## config.mk

```make
export PLATFORM = sky130hd
export DESIGN_NAME = apb_master_arbiter
export DESIGN_NICKNAME = d
export VERILOG_FILES = /design/src/rtl/apb_master_arbiter.sv
export SDC_FILE = /design/constraint.sdc
export NUM_CORES = 1
export LEC_CHECK = 0
export ABC_AREA = 1
export CAP_MARGIN = 25
export CELL_PAD_IN_SITES_DETAIL_PLACEMENT = 0
export CELL_PAD_IN_SITES_GLOBAL_PLACEMENT = 1
export CORE_UTILIZATION = 28
export CTS_BUF_LIST = sky130_fd_sc_hd__clkbuf_4
export DETAILED_ROUTE_END_ITERATION = 6
export GPL_TIMING_DRIVEN = 0
export PLACE_DENSITY_LB_ADDON = 0.1
export SETUP_SLACK_MARGIN = 0.4
export SYNTH_ARGS = -nofsm -noshare
export SYNTH_HDL_FRONTEND = slang
export SYNTH_SLANG_ARGS = --single-unit
export TNS_END_PERCENT = 1
```

## constraint.sdc

```tcl
create_clock -name PCLK -period 3.1 [get_ports PCLK]
set_input_delay 0.31 -clock PCLK [delete_from_list [all_inputs] [get_ports PCLK]]
set_output_delay 0.31 -clock PCLK [all_outputs]
set_load 0.01 [all_outputs]
```

## src/rtl/apb_master_arbiter.sv

```systemverilog
// Round-robin arbiter that shares one APB bridge among NREQ requesters.
// Each winning request is latched into command registers, issued to the
// bridge with a single-cycle MTRANS pulse, and completed with a DONE pulse
// once the bridge reports PENABLE && PREADY.
module apb_master_arbiter #(
    parameter int NREQ       = 2,
    parameter int ADDR_WIDTH = 32,
    parameter int DATA_WIDTH = 32,
    parameter int COMP       = 4,
    parameter int TIMEOUT    = 16
) (
    input  logic                           PCLK,
    input  logic                           PRESET,
    input  logic [NREQ-1:0]                REQ,
    input  logic [NREQ-1:0]                REQ_WRITE,
    input  logic [NREQ*COMP-1:0]           REQ_SEL,
    input  logic [NREQ*ADDR_WIDTH-1:0]     REQ_ADDR,
    input  logic [NREQ*(DATA_WIDTH-12)-1:0] REQ_WDATA,
    output logic [NREQ-1:0]                GNT,
    output logic [NREQ-1:0]                DONE,
    output logic [DATA_WIDTH-1:0]          RDATA,
    output logic                           MTRANS,
    output logic                           MWRITE,
    output logic [COMP-1:0]                MSELx,
    output logic [ADDR_WIDTH-1:0]          MADDR,
    output logic [DATA_WIDTH-13:0]         MWDATA,
    input  logic [DATA_WIDTH-1:0]          MRDATA,
    input  logic                           PENABLE,
    input  logic                           PREADY,
    output logic                           TIMEOUT_ERR
);

    localparam int WD = DATA_WIDTH - 12;
    localparam int IW = $clog2(NREQ);
    localparam int CW = $clog2(TIMEOUT + 1);

    localparam logic [1:0] ST_IDLE  = 2'd0;
    localparam logic [1:0] ST_ISSUE = 2'd1;
    localparam logic [1:0] ST_WAIT  = 2'd2;
    localparam logic [1:0] ST_CPL   = 2'd3;

    logic [1:0]            state;
    logic [NREQ-1:0]       gnt;
    logic [IW-1:0]         last_grant;
    logic [IW-1:0]         winner;
    logic                  cmd_write;
    logic [COMP-1:0]       cmd_sel;
    logic [ADDR_WIDTH-1:0] cmd_addr;
    logic [WD-1:0]         cmd_wdata;
    logic [DATA_WIDTH-1:0] rdata;
    logic [CW-1:0]         wait_cnt;
    logic                  timeout_err;

    // Per-requester views of the flattened request buses.
    logic [COMP-1:0]       sel_arr   [NREQ];
    logic [ADDR_WIDTH-1:0] addr_arr  [NREQ];
    logic [WD-1:0]         wdata_arr [NREQ];

    for (genvar g = 0; g < NREQ; g++) begin : g_unpack
        assign sel_arr[g]   = REQ_SEL[g*COMP +: COMP];
        assign addr_arr[g]  = REQ_ADDR[g*ADDR_WIDTH +: ADDR_WIDTH];
        assign wdata_arr[g] = REQ_WDATA[g*WD +: WD];
    end

    int unsigned     base;
    int unsigned     pick;
    logic            found;
    logic [NREQ-1:0] rotated;

    // Round-robin search: rotate REQ so the requester after last_grant sits
    // at bit 0, take the first set bit, then map it back to a requester index.
    always_comb begin
        base    = 32'(last_grant) + 32'd1;
        rotated = NREQ'({REQ, REQ} >> base);
        found   = 1'b0;
        pick    = 0;
        for (int unsigned k = 0; k < NREQ; k++) begin
            if (!found && ((rotated >> k) & NREQ'(1)) != '0) begin
                found = 1'b1;
                pick  = base + k;
                if (pick >= NREQ) begin
                    pick = pick - NREQ;
                end
            end
        end
        winner = IW'(pick);
    end

    // Transaction FSM, command latching, read capture and WAIT timeout tracking.
    always_ff @(posedge PCLK or posedge PRESET) begin
        if (PRESET) begin
            state       <= ST_IDLE;
            gnt         <= '0;
            last_grant  <= IW'(NREQ - 1);
            cmd_write   <= 1'b0;
            cmd_sel     <= '0;
            cmd_addr    <= '0;
            cmd_wdata   <= '0;
            rdata       <= '0;
            wait_cnt    <= '0;
            timeout_err <= 1'b0;
        end else begin
            case (state)
                ST_IDLE: begin
                    if (|REQ) begin
                        cmd_write  <= REQ_WRITE[winner];
                        cmd_sel    <= sel_arr[winner];
                        cmd_addr   <= addr_arr[winner];
                        cmd_wdata  <= wdata_arr[winner];
                        gnt        <= NREQ'(1) << winner;
                        last_grant <= winner;
                        state      <= ST_ISSUE;
                    end
                end
                ST_ISSUE: begin
                    wait_cnt <= '0;
                    state    <= ST_WAIT;
                end
                ST_WAIT: begin
                    if (PENABLE && PREADY) begin
                        rdata <= MRDATA;
                        state <= ST_CPL;
                    end else if (wait_cnt != CW'(TIMEOUT)) begin
                        wait_cnt <= wait_cnt + 1'b1;
                        if (wait_cnt == CW'(TIMEOUT - 1)) begin
                            timeout_err <= 1'b1;
                        end
                    end
                end
                ST_CPL: begin
                    gnt   <= '0;
                    state <= ST_IDLE;
                end
                default: begin
                    state <= ST_IDLE;
                end
            endcase
        end
    end

    assign GNT         = gnt;
    assign DONE        = (state == ST_CPL) ? gnt : '0;
    assign MTRANS      = (state == ST_ISSUE);
    assign MWRITE      = cmd_write;
    assign MSELx       = cmd_sel;
    assign MADDR       = cmd_addr;
    assign MWDATA      = cmd_wdata;
    assign RDATA       = rdata;
    assign TIMEOUT_ERR = timeout_err;

endmodule

```

==> results.md <==
- Status: finished, final reports clean
- IO Port Bufs: 246
- CP Launch Type: flip-flop
- Pleak: 3.641 nW
- Leading area contributor after synthesis: dfrtp_1
- Final Hold Vio Count: 0
- Vias: 4426
- RePlAce Congestion: 0.7558
- DP Worst Slack: 1.154 ns
- Met3 usage: 5.166%
- Postcts setup bufs: 0
- Cells after Synth: 561
- Vias in the first global route: 4397
- Clk network pwr share: 13.8%
- Routed WL per cell: 13.76 um
- Synth warn: 0
- CP cell instances: inv_1 -> ha_1 -> clkdlybuf4s50_1
- Setup TNS: 0 ns
- Sequential standard cell area: 2504 sq um
- Psw: 2.202 mW
- Total power: 6.078 mW
- Part of the cycle the worst path needs: 64.62%
- I/O pins: 247
- 1st-iter DRT viols: 124
- Die area: 16840 sq um
- Share of cells above drive strength 1: 5.225%
- Post_cts resized: 0
- Max-cap violations: 0
- CTS Hold Bufs: 0
- Post-DP HPWL: 11000 um
- Initial antenna violation count: 1
- Mean Syn Cell Area: 8.150 sq um
- Slew headroom: 42.82%
- Met1 usage: 20.92%
- Clock Skew: 0.01958 ns
- # fillers: 1573
- Worst-Skew Late Latency: 0.46 ns
- P&R area growth vs syn: 64.50%
- Nets@finish: 979
- CORE AREA: 15890 sq um
- Crit Path Class: flip-flop to output port
- Maximum clock path buffer count: 2
- Fmax: 0.4992 GHz
- Multi-input gate area: 1628 sq um
- Slew @ Worst Pin: 0.8559 ns
- Int Pwr: 3.876 mW
- WL final: 14310 um
- H-tree depth: 3
- Synthesized area: 4572 sq um
- Library cells used by synthesis: 22
- Die W: 129.8 um
- Met2 usage: 29.29%
- GRT overflow: 0
- Clock transition at path regs: 0.16 ns
- PwrDens: 808.2 nW/um^2
- WP data arrival: 1.69 ns
- Fin cells: 1040
- First-pass GRT wire length: 22470 um
- Clock sinks: 100
- Largest net degree at the start of global routing: 38
- Die boundary height: 129.8 um
- Largest stage delay on the critical path: 0.55 ns
- Utilization after layout: 47.35%
- FF+latch count, synth: 100
- TritonCTS Buffers: 9
- Worst setup EP type: output port
- CTS tree: yes
- Setup WS post-layout: 1.097 ns
- Power share of the combinational group: 49.6%
- # DRC: 0
- Root Driver: clkbuf_4
- Yosys top cell area share: 54.19%
- Slowest-stage cell, CP: clkdlybuf4s50_1
- Worst Path Required: 2.79 ns
- Post-layout min period: 2.003 ns
- Seq pwr share: 36.6%
- Slew Limit Fails: 0
- Vias per std cell: 4.256
- ANT nets after route: 0
- Net switching fraction of the power: 36.22%
- Most Crowded Layer GR: met2
- Rows: 46
- Crit path max-delay family: buffers and inverters
- Maximum vdd drop: 0.3421 mV
- CP max FO: 3
- Global Route Usage Sum: 17.43%
- Seq/Total Area, Yosys: 54.76%
- Starting Density: 28.78%
- Placed cells: 1025
- # setup viols final: 0
- Type of the worst min-delay path: input port to async pin
- Synth area leaders: dfrtp_1 (54%), nand2_1 (19%), inv_1 (6.7%)
- Syn Nets: 720
- RSZ-0062 raised after global routing: no
- Initial DRT Pass Iterations: 4
- CP Buf/Inv Count: 2
sequential cells by signal (all words and copies together), names as in the netlist:
register,flops
GNT,2
last_grant,1
MWRITE,1
state,2
TIMEOUT_ERR,1
MADDR,32
wait_cnt,5
MWDATA,20
RDATA,32
MSELx,4
cells in the final DEF (no fill, tap or decap), drive strengths merged:
| cell type | Yosys | routed |
|---|---|---|
| clkdlybuf4s50 | 0 | 246 |
| nand2 | 227 | 227 |
| dfrtp | 99 | 99 |
| inv | 82 | 81 |
| o21ai | 42 | 42 |
| o211ai | 33 | 33 |
| nand3 | 29 | 29 |
| buf | 20 | 22 |
| clkbuf | 8 | 17 |
| ha | 7 | 7 |
| nor2 | 7 | 7 |
| a21oi | 3 | 3 |
| bufinv | 0 | 3 |
| clkinv | 0 | 2 |
| diode | 0 | 1 |
| or2 | 1 | 1 |
| nand4 | 1 | 1 |
| clkinvlp | 0 | 1 |
| a21o | 1 | 1 |
| dfstp | 1 | 1 |
Yosys cell counts (all sizes together):
| cell type | number |
|---|---|
| nor2 | 7 |
| or2 | 1 |
| o211ai | 33 |
| nand4 | 1 |
| buf | 20 |
| a21oi | 3 |
| a21o | 1 |
| nand3 | 29 |
| nand2 | 227 |
| inv | 82 |
| o21ai | 42 |
| dfrtp | 99 |
| clkbuf | 8 |
| dfstp | 1 |
| ha | 7 |
logic make-up after synthesis:
group                      after synthesis  share of synthesized area, %
and+or+nand+nor                        265                         22.93
DFF                                    100                         54.76
adders and majority gates                7                         1.916
AOI/OAI and AO/OA                       79                         10.76
buffers and inverters                  110                         9.633
worst paths after layout:
path,slack (ns),depth (start not counted),end,from
setup / recovery,1.10,3,MTRANS,state[1]$_DFFE_PP0P_
hold / removal,0.33,2,MWDATA[2]$_DFFE_PP0P_,PRESET
setup reg to reg,1.26,7,RDATA[9]$_DFFE_PP0P_,state[0]$_DFFE_PP0P_
hold reg to reg,0.48,1,TIMEOUT_ERR$_DFFE_PP0P_,TIMEOUT_ERR$_DFFE_PP0P_
max in group asynchronous,2.05,3,last_grant$_DFFE_PP1P_,PRESET
min in group PCLK,0.38,3,MWDATA[7]$_DFFE_PP0P_,REQ_WDATA[7]
layer usage:
layer | wire length, um | vias to the layer above
met5 | 0 | -
met3 | 1130 | 16
met4 | 274 | 0
met2 | 6953 | 144
li1 | - | 2250
met1 | 5949 | 2016
area by class of cell:
| class | count | share of cell area, % |
|---|---|---|
| antenna | 1 | 0.03327 |
| buffer | 28 | 1.763 |
| clock buffer | 9 | 0.8984 |
| clock inverter | 5 | 1.364 |
| inverter | 82 | 4.142 |
| multi-input combinational | 351 | 21.64 |
| sequential | 100 | 33.29 |
| tap | 216 | 3.593 |
| timing repair buffer | 248 | 33.27 |
metrics by stage:
step                      instance area [sq um]  hold WS [ns]
after floorplan                            4576        0.4299
after global placement                     7308        0.4415
after detailed placement                   7348        0.4525
after CTS                                  7518        0.3185
after global routing                       7521        0.3550
final                                      7521        0.3322
power by group through the flow:
stage	sequential [mW]	clock, mW	combinational [mW]
after global routing	2.30	0.924	3.35
after CTS	2.23	0.879	3.08
after detailed placement	2.25	0	3.07
final	2.22	0.837	3.02
after global placement	2.23	0	3.03
after floorplan	2.50	0	1.07
(Power assumes the default switching activity.)
